**src/rtl/div_issue_unit_if.sv**
```systemverilog
// Issue, divider and writeback signals of the divide issue unit.
// The slave modport is the unit itself; the master modport is its environment.
`ifndef WORD_WIDTH
`define WORD_WIDTH 32
`endif
`ifndef DIV_OP_DIV
`define DIV_OP_DIV 3'b100
`endif
`ifndef DIV_OP_DIVU
`define DIV_OP_DIVU 3'b101
`endif
`ifndef DIV_OP_REM
`define DIV_OP_REM 3'b110
`endif
`ifndef DIV_OP_REMU
`define DIV_OP_REMU 3'b111
`endif

interface div_issue_unit_if #(
    parameter int TAG_WIDTH = 6,
    parameter int RD_WIDTH  = 5
);
    logic                   issue_valid;
    logic                   issue_ready;
    logic [2:0]             issue_op;
    logic [`WORD_WIDTH-1:0] issue_rs1_data;
    logic [`WORD_WIDTH-1:0] issue_rs2_data;
    logic [TAG_WIDTH-1:0]   issue_tag;
    logic [RD_WIDTH-1:0]    issue_rd;
    logic                   flush;
    logic                   div_start;
    logic [2:0]             div_opcode;
    logic [`WORD_WIDTH-1:0] div_divident;
    logic [`WORD_WIDTH-1:0] div_divisor;
    logic [`WORD_WIDTH-1:0] div_quotient;
    logic [`WORD_WIDTH-1:0] div_remainder;
    logic                   div_finish;
    logic                   wb_valid;
    logic                   wb_ready;
    logic [TAG_WIDTH-1:0]   wb_tag;
    logic [RD_WIDTH-1:0]    wb_rd;
    logic [`WORD_WIDTH-1:0] wb_data;

    modport slave (
        input  issue_valid, issue_op, issue_rs1_data, issue_rs2_data, issue_tag, issue_rd,
        input  flush, div_quotient, div_remainder, div_finish, wb_ready,
        output issue_ready, div_start, div_opcode, div_divident, div_divisor,
        output wb_valid, wb_tag, wb_rd, wb_data
    );

    modport master (
        output issue_valid, issue_op, issue_rs1_data, issue_rs2_data, issue_tag, issue_rd,
        output flush, div_quotient, div_remainder, div_finish, wb_ready,
        input  issue_ready, div_start, div_opcode, div_divident, div_divisor,
        input  wb_valid, wb_tag, wb_rd, wb_data
    );
endinterface

```
**src/rtl/div_issue_unit.sv**
```systemverilog
// Front-end and result buffer for the iterative divider: accepts one op,
// pulses the divider start, and holds the quotient/remainder for writeback.
`ifndef WORD_WIDTH
`define WORD_WIDTH 32
`endif
`ifndef DIV_OP_DIV
`define DIV_OP_DIV 3'b100
`endif
`ifndef DIV_OP_DIVU
`define DIV_OP_DIVU 3'b101
`endif
`ifndef DIV_OP_REM
`define DIV_OP_REM 3'b110
`endif
`ifndef DIV_OP_REMU
`define DIV_OP_REMU 3'b111
`endif

module div_issue_unit #(
    parameter int TAG_WIDTH = 6,
    parameter int RD_WIDTH  = 5
) (
    input logic             clk,
    input logic             rst_n,
    div_issue_unit_if.slave bus
);
    typedef enum logic [2:0] {
        S_IDLE,
        S_START,
        S_BUSY,
        S_DONE,
        S_DRAIN
    } state_e;

    state_e                 state_q, state_d;
    logic [`WORD_WIDTH-1:0] rs1_q, rs1_d;
    logic [`WORD_WIDTH-1:0] rs2_q, rs2_d;
    logic [`WORD_WIDTH-1:0] wb_data_q, wb_data_d;
    logic [TAG_WIDTH-1:0]   tag_q, tag_d;
    logic [RD_WIDTH-1:0]    rd_q, rd_d;
    logic [2:0]             opcode_q, opcode_d;
    logic                   rem_q, rem_d;
    logic                   supported_q, supported_d;

    logic                   issue_ready;
    logic                   accept;
    logic                   op_rem;
    logic                   op_unsigned;
    logic                   op_supported;
    logic [`WORD_WIDTH-1:0] div_result;

    always_comb begin
        op_rem       = (bus.issue_op == `DIV_OP_REM)  || (bus.issue_op == `DIV_OP_REMU);
        op_unsigned  = (bus.issue_op == `DIV_OP_DIVU) || (bus.issue_op == `DIV_OP_REMU);
        op_supported = (bus.issue_op == `DIV_OP_DIV)  || (bus.issue_op == `DIV_OP_DIVU) || op_rem;
    end

    // Ready is held low during reset so nothing is offered before the unit is live.
    assign issue_ready = rst_n && !bus.flush &&
                         ((state_q == S_IDLE) || ((state_q == S_DONE) && bus.wb_ready));
    assign accept      = bus.issue_valid && issue_ready;
    assign div_result  = rem_q ? bus.div_remainder : bus.div_quotient;

    always_comb begin
        // NOTE: every _d starts from its _q so no branch can leave a latch behind.
        state_d     = state_q;
        rs1_d       = rs1_q;
        rs2_d       = rs2_q;
        wb_data_d   = wb_data_q;
        tag_d       = tag_q;
        rd_d        = rd_q;
        opcode_d    = opcode_q;
        rem_d       = rem_q;
        supported_d = supported_q;

        if (accept) begin
            rs1_d       = bus.issue_rs1_data;
            rs2_d       = bus.issue_rs2_data;
            tag_d       = bus.issue_tag;
            rd_d        = bus.issue_rd;
            rem_d       = op_rem;
            supported_d = op_supported;
            opcode_d    = op_unsigned ? `DIV_OP_DIVU : `DIV_OP_DIV;
        end

        case (state_q)
            S_IDLE: begin
                if (accept) state_d = S_START;
            end
            S_START: begin
                if (bus.flush) begin
                    state_d = S_IDLE;
                end else if (!supported_q) begin
                    wb_data_d = '0;
                    state_d   = S_DONE;
                end else if (bus.div_finish) begin
                    wb_data_d = div_result;
                    state_d   = S_DONE;
                end else begin
                    state_d = S_BUSY;
                end
            end
            S_BUSY: begin
                if (bus.flush) begin
                    state_d = S_DRAIN;
                end else if (bus.div_finish) begin
                    wb_data_d = div_result;
                    state_d   = S_DONE;
                end
            end
            S_DONE: begin
                if (bus.flush)         state_d = S_IDLE;
                else if (bus.wb_ready) state_d = accept ? S_START : S_IDLE;
            end
            S_DRAIN: begin
                // The divider cannot be cancelled; its completion is the only way out.
                if (bus.div_finish) state_d = S_IDLE;
            end
            default: state_d = S_IDLE;
        endcase
    end

    always_ff @(posedge clk or negedge rst_n) begin
        if (!rst_n) begin
            state_q     <= S_IDLE;
            rs1_q       <= '0;
            rs2_q       <= '0;
            wb_data_q   <= '0;
            tag_q       <= '0;
            rd_q        <= '0;
            opcode_q    <= '0;
            rem_q       <= 1'b0;
            supported_q <= 1'b0;
        end else begin
            // NOTE: non-blocking updates so every flop samples pre-edge values.
            state_q     <= state_d;
            rs1_q       <= rs1_d;
            rs2_q       <= rs2_d;
            wb_data_q   <= wb_data_d;
            tag_q       <= tag_d;
            rd_q        <= rd_d;
            opcode_q    <= opcode_d;
            rem_q       <= rem_d;
            supported_q <= supported_d;
        end
    end

    assign bus.issue_ready  = issue_ready;
    assign bus.div_start    = (state_q == S_START) && supported_q && !bus.flush;
    assign bus.div_opcode   = opcode_q;
    assign bus.div_divident = rs1_q;
    assign bus.div_divisor  = rs2_q;
    assign bus.wb_valid     = (state_q == S_DONE);
    assign bus.wb_tag       = tag_q;
    assign bus.wb_rd        = rd_q;
    assign bus.wb_data      = wb_data_q;
endmodule
```
**src/flat_wrapper.sv**
```systemverilog
// flat-port wrapper written by rule: the top's interface ports become plain ports
module div_issue_unit_flat 
#(
    parameter int TAG_WIDTH = 6,
    parameter int RD_WIDTH  = 5
)
  (clk, rst_n, bus_issue_valid, bus_issue_op, bus_issue_rs1_data, bus_issue_rs2_data, bus_issue_tag, bus_issue_rd, bus_flush, bus_div_quotient, bus_div_remainder, bus_div_finish, bus_wb_ready, bus_issue_ready, bus_div_start, bus_div_opcode, bus_div_divident, bus_div_divisor, bus_wb_valid, bus_wb_tag, bus_wb_rd, bus_wb_data);
  div_issue_unit_if #(.TAG_WIDTH(TAG_WIDTH), .RD_WIDTH(RD_WIDTH)) bus_i ();
  input logic clk;
  input logic rst_n;
  input wire logic [$bits(bus_i.issue_valid)-1:0] bus_issue_valid;
  input wire logic [$bits(bus_i.issue_op)-1:0] bus_issue_op;
  input wire logic [$bits(bus_i.issue_rs1_data)-1:0] bus_issue_rs1_data;
  input wire logic [$bits(bus_i.issue_rs2_data)-1:0] bus_issue_rs2_data;
  input wire logic [$bits(bus_i.issue_tag)-1:0] bus_issue_tag;
  input wire logic [$bits(bus_i.issue_rd)-1:0] bus_issue_rd;
  input wire logic [$bits(bus_i.flush)-1:0] bus_flush;
  input wire logic [$bits(bus_i.div_quotient)-1:0] bus_div_quotient;
  input wire logic [$bits(bus_i.div_remainder)-1:0] bus_div_remainder;
  input wire logic [$bits(bus_i.div_finish)-1:0] bus_div_finish;
  input wire logic [$bits(bus_i.wb_ready)-1:0] bus_wb_ready;
  output wire logic [$bits(bus_i.issue_ready)-1:0] bus_issue_ready;
  output wire logic [$bits(bus_i.div_start)-1:0] bus_div_start;
  output wire logic [$bits(bus_i.div_opcode)-1:0] bus_div_opcode;
  output wire logic [$bits(bus_i.div_divident)-1:0] bus_div_divident;
  output wire logic [$bits(bus_i.div_divisor)-1:0] bus_div_divisor;
  output wire logic [$bits(bus_i.wb_valid)-1:0] bus_wb_valid;
  output wire logic [$bits(bus_i.wb_tag)-1:0] bus_wb_tag;
  output wire logic [$bits(bus_i.wb_rd)-1:0] bus_wb_rd;
  output wire logic [$bits(bus_i.wb_data)-1:0] bus_wb_data;
  assign bus_i.issue_valid = bus_issue_valid;
  assign bus_i.issue_op = bus_issue_op;
  assign bus_i.issue_rs1_data = bus_issue_rs1_data;
  assign bus_i.issue_rs2_data = bus_issue_rs2_data;
  assign bus_i.issue_tag = bus_issue_tag;
  assign bus_i.issue_rd = bus_issue_rd;
  assign bus_i.flush = bus_flush;
  assign bus_i.div_quotient = bus_div_quotient;
  assign bus_i.div_remainder = bus_div_remainder;
  assign bus_i.div_finish = bus_div_finish;
  assign bus_i.wb_ready = bus_wb_ready;
  assign bus_issue_ready = bus_i.issue_ready;
  assign bus_div_start = bus_i.div_start;
  assign bus_div_opcode = bus_i.div_opcode;
  assign bus_div_divident = bus_i.div_divident;
  assign bus_div_divisor = bus_i.div_divisor;
  assign bus_wb_valid = bus_i.wb_valid;
  assign bus_wb_tag = bus_i.wb_tag;
  assign bus_wb_rd = bus_i.wb_rd;
  assign bus_wb_data = bus_i.wb_data;
  div_issue_unit #(.TAG_WIDTH(TAG_WIDTH), .RD_WIDTH(RD_WIDTH)) u_core (.clk(clk), .rst_n(rst_n), .bus(bus_i));
endmodule
```
**config.mk**
```make
export PLATFORM = sky130hd
export DESIGN_NAME = div_issue_unit_flat
export DESIGN_NICKNAME = d
export VERILOG_FILES = /design/src/rtl/div_issue_unit_if.sv /design/src/rtl/div_issue_unit.sv /design/src/flat_wrapper.sv
export SDC_FILE = /design/constraint.sdc
export NUM_CORES = 1
export LEC_CHECK = 0
export CAP_MARGIN = 20
export CORE_MARGIN = 8
export CORE_UTILIZATION = 40
export CTS_BUF_LIST = sky130_fd_sc_hd__clkbuf_4 sky130_fd_sc_hd__clkbuf_8 sky130_fd_sc_hd__clkbuf_16
export CTS_CLUSTER_SIZE = 20
export DETAILED_ROUTE_END_ITERATION = 10
export PLACE_DENSITY = 0.81
export SYNTH_ARGS = -nofsm -noshare
export SYNTH_HDL_FRONTEND = slang
export SYNTH_SLANG_ARGS = --single-unit
```
**constraint.sdc**
```tcl
create_clock -name clk -period 2.1 [get_ports clk]
set_input_delay 0.525 -clock clk [delete_from_list [all_inputs] [get_ports clk]]
set_output_delay 0.525 -clock clk [all_outputs]
set_load 0.02 [all_outputs]
```
Word level (Yosys, flattened, before mapping)
Index checks and enable logic that the tools add are counted.

Register bits after elaboration: 115. Latch bits: 0. Bits in writable memories: 0. Memory bits (read-only): 0. Bits of input ports: 148. Output and inout port bits: 113. Word-level logic and storage cells: 57. Memories: 0.

Add/sub/neg operators: 0. $mul: 0. Divide/modulo/power cells: 0. Magnitude comparators: 0. Equal/unequal tests: 14. Shifts and indexed selects: 0. Muxes and demuxes: 18. Bitwise logic cells: 0. Reductions and logical operators: 16.

Operator list (count): $mux W32 (5); $pmux W32 S2 (1); $mux W3 (8); $eq A3 B3 Y1 const B (5); $pmux W3 S5 (1); $eq A3 B2 Y1 const B (2); $logic_and A1 B1 Y1 (6); $ne A2 B2 Y1 const B (3); $ne A3 B3 Y1 const B (2); $logic_or A1 B1 Y1 (5); $reduce_and A4 Y1 (1); $eq A3 B1 Y1 const B (1); $logic_not A3 Y1 (1); $mux W1 (3); $reduce_and A3 Y1 (1); $ne A2 B1 Y1 const B (1); $reduce_bool A2 Y1 (1); $logic_not A1 Y1 (1).

Logic depth before layout (Yosys ltp)
Word-level depth: 9. Depth in mapped cells: 7. Depth with buffers taken out: 4.

Worst setup path after synthesis
No wires, ideal clock.

Path type: input -> register. Start point: in bus_wb_ready. End point: reg u_core.rs1_q[5], in the netlist u_core.bus.div_divident[5]. Data arrival time: 1.524 ns. Required time: 1.975 ns. Path slack: 0.451 ns. Cell stages on the path: 5. Path buffers: 2. Cell sequence: and3_4 o2111ai_2 buf_6 buf_6 mux2_4.

Word-level cells in the longest chain between the ends: 4.

Ends and longest elaborated chain: start, declared (RTL line flat_wrapper.sv:21) `input wire logic [$bits(bus_i.wb_ready)-1:0] bus_wb_ready;`; $logic_and A1 B1 Y1 (RTL line div_issue_unit.sv:60) `((state_q == S_IDLE) || ((state_q == S_DONE) && bus.wb_ready));`; $logic_or A1 B1 Y1 (RTL line div_issue_unit.sv:60); $logic_and A1 B1 Y1 (RTL line div_issue_unit.sv:59) `assign issue_ready = rst_n && !bus.flush &&`; $logic_and A1 B1 Y1 (RTL line div_issue_unit.sv:61) `assign accept = bus.issue_valid && issue_ready;`; end signal, assigned (RTL line div_issue_unit.sv:137) `rs1_q <= rs1_d;`; end, declared (RTL line div_issue_unit.sv:36) `` logic [`WORD_WIDTH-1:0] rs1_q, rs1_d; ``.

Every way passes these cells. A chain may end at the register's enable or synchronous reset.

Worst setup path in the final report
Start point: reg u_core.state_q[1]. End point: out bus_div_start.

Word-level cells in the longest chain between the ends: 3.

Ends and longest elaborated chain: start, declared (RTL line div_issue_unit.sv:35) `state_e state_q, state_d;`; start signal, assigned (RTL line div_issue_unit.sv:136) `state_q <= state_d;`; $eq A3 B1 Y1 (RTL line div_issue_unit.sv:149) `assign bus.div_start = (state_q == S_START) && supported_q && !bus.flush;`; $logic_and A1 B1 Y1 (2 in a row) (RTL line div_issue_unit.sv:149); end, declared (RTL line flat_wrapper.sv:23) `output wire logic [$bits(bus_i.div_start)-1:0] bus_div_start;`.

Every way passes these cells.

==> flow_summary.ini <==
[logic_synthesis]
ys_seq_area_share_pct = 56.9
syn_avg_cell_area_sq_um = 16.2
synth_warnings = 0
synth_area_sq_um = 5010
syn-num-nets = 458
synth_cell_type_count = 29
syn_inst = 310
synth-seq-cells = 114

[timing]
relSlewSlack_pct = 45.7
max_freq_mhz = 495
layout_worst_path_cycle_share_pct = 96.2
timing.final.ws_setup_ns = 0.0788
tightest_slew_ns = 0.815
grt_setup_unrepaired = no
period_minus_slack_ns = 2.02
setup_viol = 0
final-hold-violation-count = 0
slew_viol_final = 0
hold_slack_ns = 0.263
clock_skew_ns = 0.0153

[cells_and_area]
syn2layout_area_growth_pct = 67.7
stdcell_area_sq_um = 8410
drive_gt1_share_pct = 22.8
final_net_count = 733
stdcell_count = 769
fillCellCount = 880
diodes = 0

[die]
die_w_um = 128
core-area_sq_um = 12400
pin_count = 261
fp-row-count = 41
initial_core_util_pct = 40.4
die-area_sq_um = 16400
die_y_um = 128

[pwr]
ir_worst_vdd_mv = 0.898
p_per_area_nw_per_um2 = 1460
leakage_nw = 3.75
finalPower_mw = 12.3

[clocking]
cts_tree = yes
postCtsSetupRepairBufs = 0
cts_buffer_depth = 2
path_clk_slew_ns = 0.05
root_buffer = clkbuf_16
cts.sinks = 114
cts-buffers-inserted = 17
h-tree-depth = 4
clk_latency_ns = 0.41

[setup_path]
cpPeakStageDelay_ns = 0.41
rrSetupSlack_ns = 0.30
crit_required_ns = 1.57
startpoint_type = register
r2r-start = u_core.state_q[0]
cp.arrival_ns = 1.50
crit_end = bus_div_start
reg2reg_depth = 6
crit_type = reg2out
slowest_stage = dfrtp_1
path_cells = nand3b_1 > nor3_1 > clkdlybuf4s15_2
cp-startpoint = u_core.state_q[1]
worst-path-max-fanout = 4
reg2reg_to = u_core.bus.div_divident[5]
crit_path_end_kind = output port

[place]
dp_cells = 738
numPortBuffers = 259
place.gp.congestion = 0.856
dp_hpwl_um = 11600
dpl_worst_slack_ns = -0.364
postPlaceCellArea_sq_um = 7810

[hold_path]
hp-class = in2async

[grt]
grtUsageTotal_pct = 18.4
grt_max_degree = 67
grt_overflow = 0
grt_pass1_wl_um = 23200
grt_pass1_vias = 4242
antenna_found_initial = 0

[drt]
via_count = 3628
drt_iter0_markers = 143
wl_per_cell_um = 19.6
drc = 0
totalWireLength_um = 15000
firstDrtPassIters = 4
postRouteAntennaNets = 0
via_per_inst = 4.72

[job]
cap_viol_max_count = 0

[status]
outcome = finished clean
==> critical path, delay by kind of cell (launching register included) <==
family / cells / cell delay, ns
buffers and inverters: 1 / 0.30
and+or+nand+nor: 2 / 0.38
DFF: 1 / 0.41
==> through the flow <==
stage	utilization (%)	TNS (ns)
2_1_floorplan	-	0
3_3_place_gp	62.9	-11.57
3_5_place_dp	62.9	-12.28
4_1_cts	67.8	0
5_1_grt	67.7	0
6_report	67.7	0
==> registers in the layout, summed over array words and instances, names as in the netlist <==
signal and count:
u_core.supported_q 1, u_core.state_q 3, u_core.bus.wb_tag 6, u_core.rem_q 1
u_core.bus.wb_rd 5, u_core.bus.div_divisor 32, u_core.bus.div_opcode 2, u_core.bus.wb_data 32
u_core.bus.div_divident 32
==> cells by family after synthesis <==
family | Yosys count | synth area share, %
DFF | 114 | 56.9
AOI/OAI and AO/OA | 41 | 6.84
and+or+nand+nor | 23 | 2.45
other | 1 | 0.0748
buffers and inverters | 23 | 4.74
muxes | 108 | 29.0
==> cell usage in the layout, fill, tap and decap left out, types with 2 or more instances in the layout <==
cell             instances
clkinvlp_4               3
buf_4                   15
bufinv_16                3
clkbuf_8                 3
nor2_2                   2
dfrtp_1                112
dfrtp_2                  2
mux2i_1                 32
clkinv_2                 4
o2bb2ai_1               32
clkdlybuf4s50_1        254
mux2_2                   2
nor2_1                   4
a21oi_1                  2
nand3b_1                 2
buf_12                   5
o21ai_0                  3
mux2_4                  74
nand2b_1                 3
clkbuf_16               17
nand2_1                  7
==> repair_timing <==
| action | CTS | global route |
|---|---|---|
| endpoints found under the hold margin | 0 | 0 |
| hold buffers | 0 | 0 |
| endpoints found under the setup margin | 3 | 2 |
| gates resized for setup | 10 | 2 |
==> worst min-delay path by stage <==
| stage | from | endpoint | slack (ns) | depth (start not counted) |
|---|---|---|---|---|
| 4_1_cts | rst_n | u_core.bus.wb_data[3] | 0.28 | 2 |
| 5_1_grt | rst_n | u_core.bus.wb_data[3] | 0.32 | 2 |
| 6_report | rst_n | u_core.bus.wb_data[3] | 0.26 | 2 |
| 3_3_place_gp | u_core.bus.div_opcode[2] | u_core.bus.div_opcode[2] | 0.46 | 1 |
| 2_1_floorplan | rst_n | u_core.bus.div_divident[0] | 0.23 | 0 |
| 3_5_place_dp | u_core.bus.div_opcode[2] | u_core.bus.div_opcode[2] | 0.46 | 1 |
==> metal layers <==
metal / global-route usage, % / part of all wire, % / vias up
li1: - / - / 1671
met1: 19.1 / 38 / 1764
met2: 31.7 / 50 / 174
met3: 8.19 / 10 / 19
met4: 7.48 / 1.6 / 0
met5: 0 / 0 / -
==> Yosys cell counts (all sizes together) <==
library cell / n / share of area (%)
dfrtp: 114 / 57
nand3: 1 / 0.10
inv: 1 / 0.075
and3: 2 / 0.35
nor3: 1 / 0.10
conb: 1 / 0.075
buf: 19 / 4.4
a21oi: 2 / 0.20
mux2i: 32 / 6.4
nor3b: 1 / 0.15
o21ai: 4 / 0.40
nand2b: 3 / 0.37
nand3b: 2 / 0.30
mux2: 76 / 23
nor2: 6 / 0.55
o2bb2ai: 32 / 5.6
clkbuf: 3 / 0.22
nand2: 7 / 0.52
o31ai: 1 / 0.15
o2111ai: 1 / 0.30
o211a: 1 / 0.20
==> power by group <==
| part | internal, mW | leakage, nW | switching [mW] |
|---|---|---|---|
| Sequential | 3.18 | 1.39 | 0.630 |
| Combinational | 3.16 | 2.07 | 2.38 |
| Clock | 1.95 | 0.294 | 0.981 |
| Total | 8.29 | 3.75 | 3.99 |
==> area by class of cell <==
| class | instances | area, sq um | area share [%] |
|---|---|---|---|
| repair buffers | 278 | 2790 | 33.2 |
| multi-input cells | 173 | 1940 | 23.0 |
| flip-flops and latches | 114 | 2860 | 34.0 |
| inverters | 1 | 3.75 | 0.0446 |
| well taps | 172 | 215 | 2.56 |
| clock buffers | 21 | 474 | 5.64 |
| clock inverters | 10 | 133 | 1.58 |
Note: power is estimated with default switching activity, not from simulation.
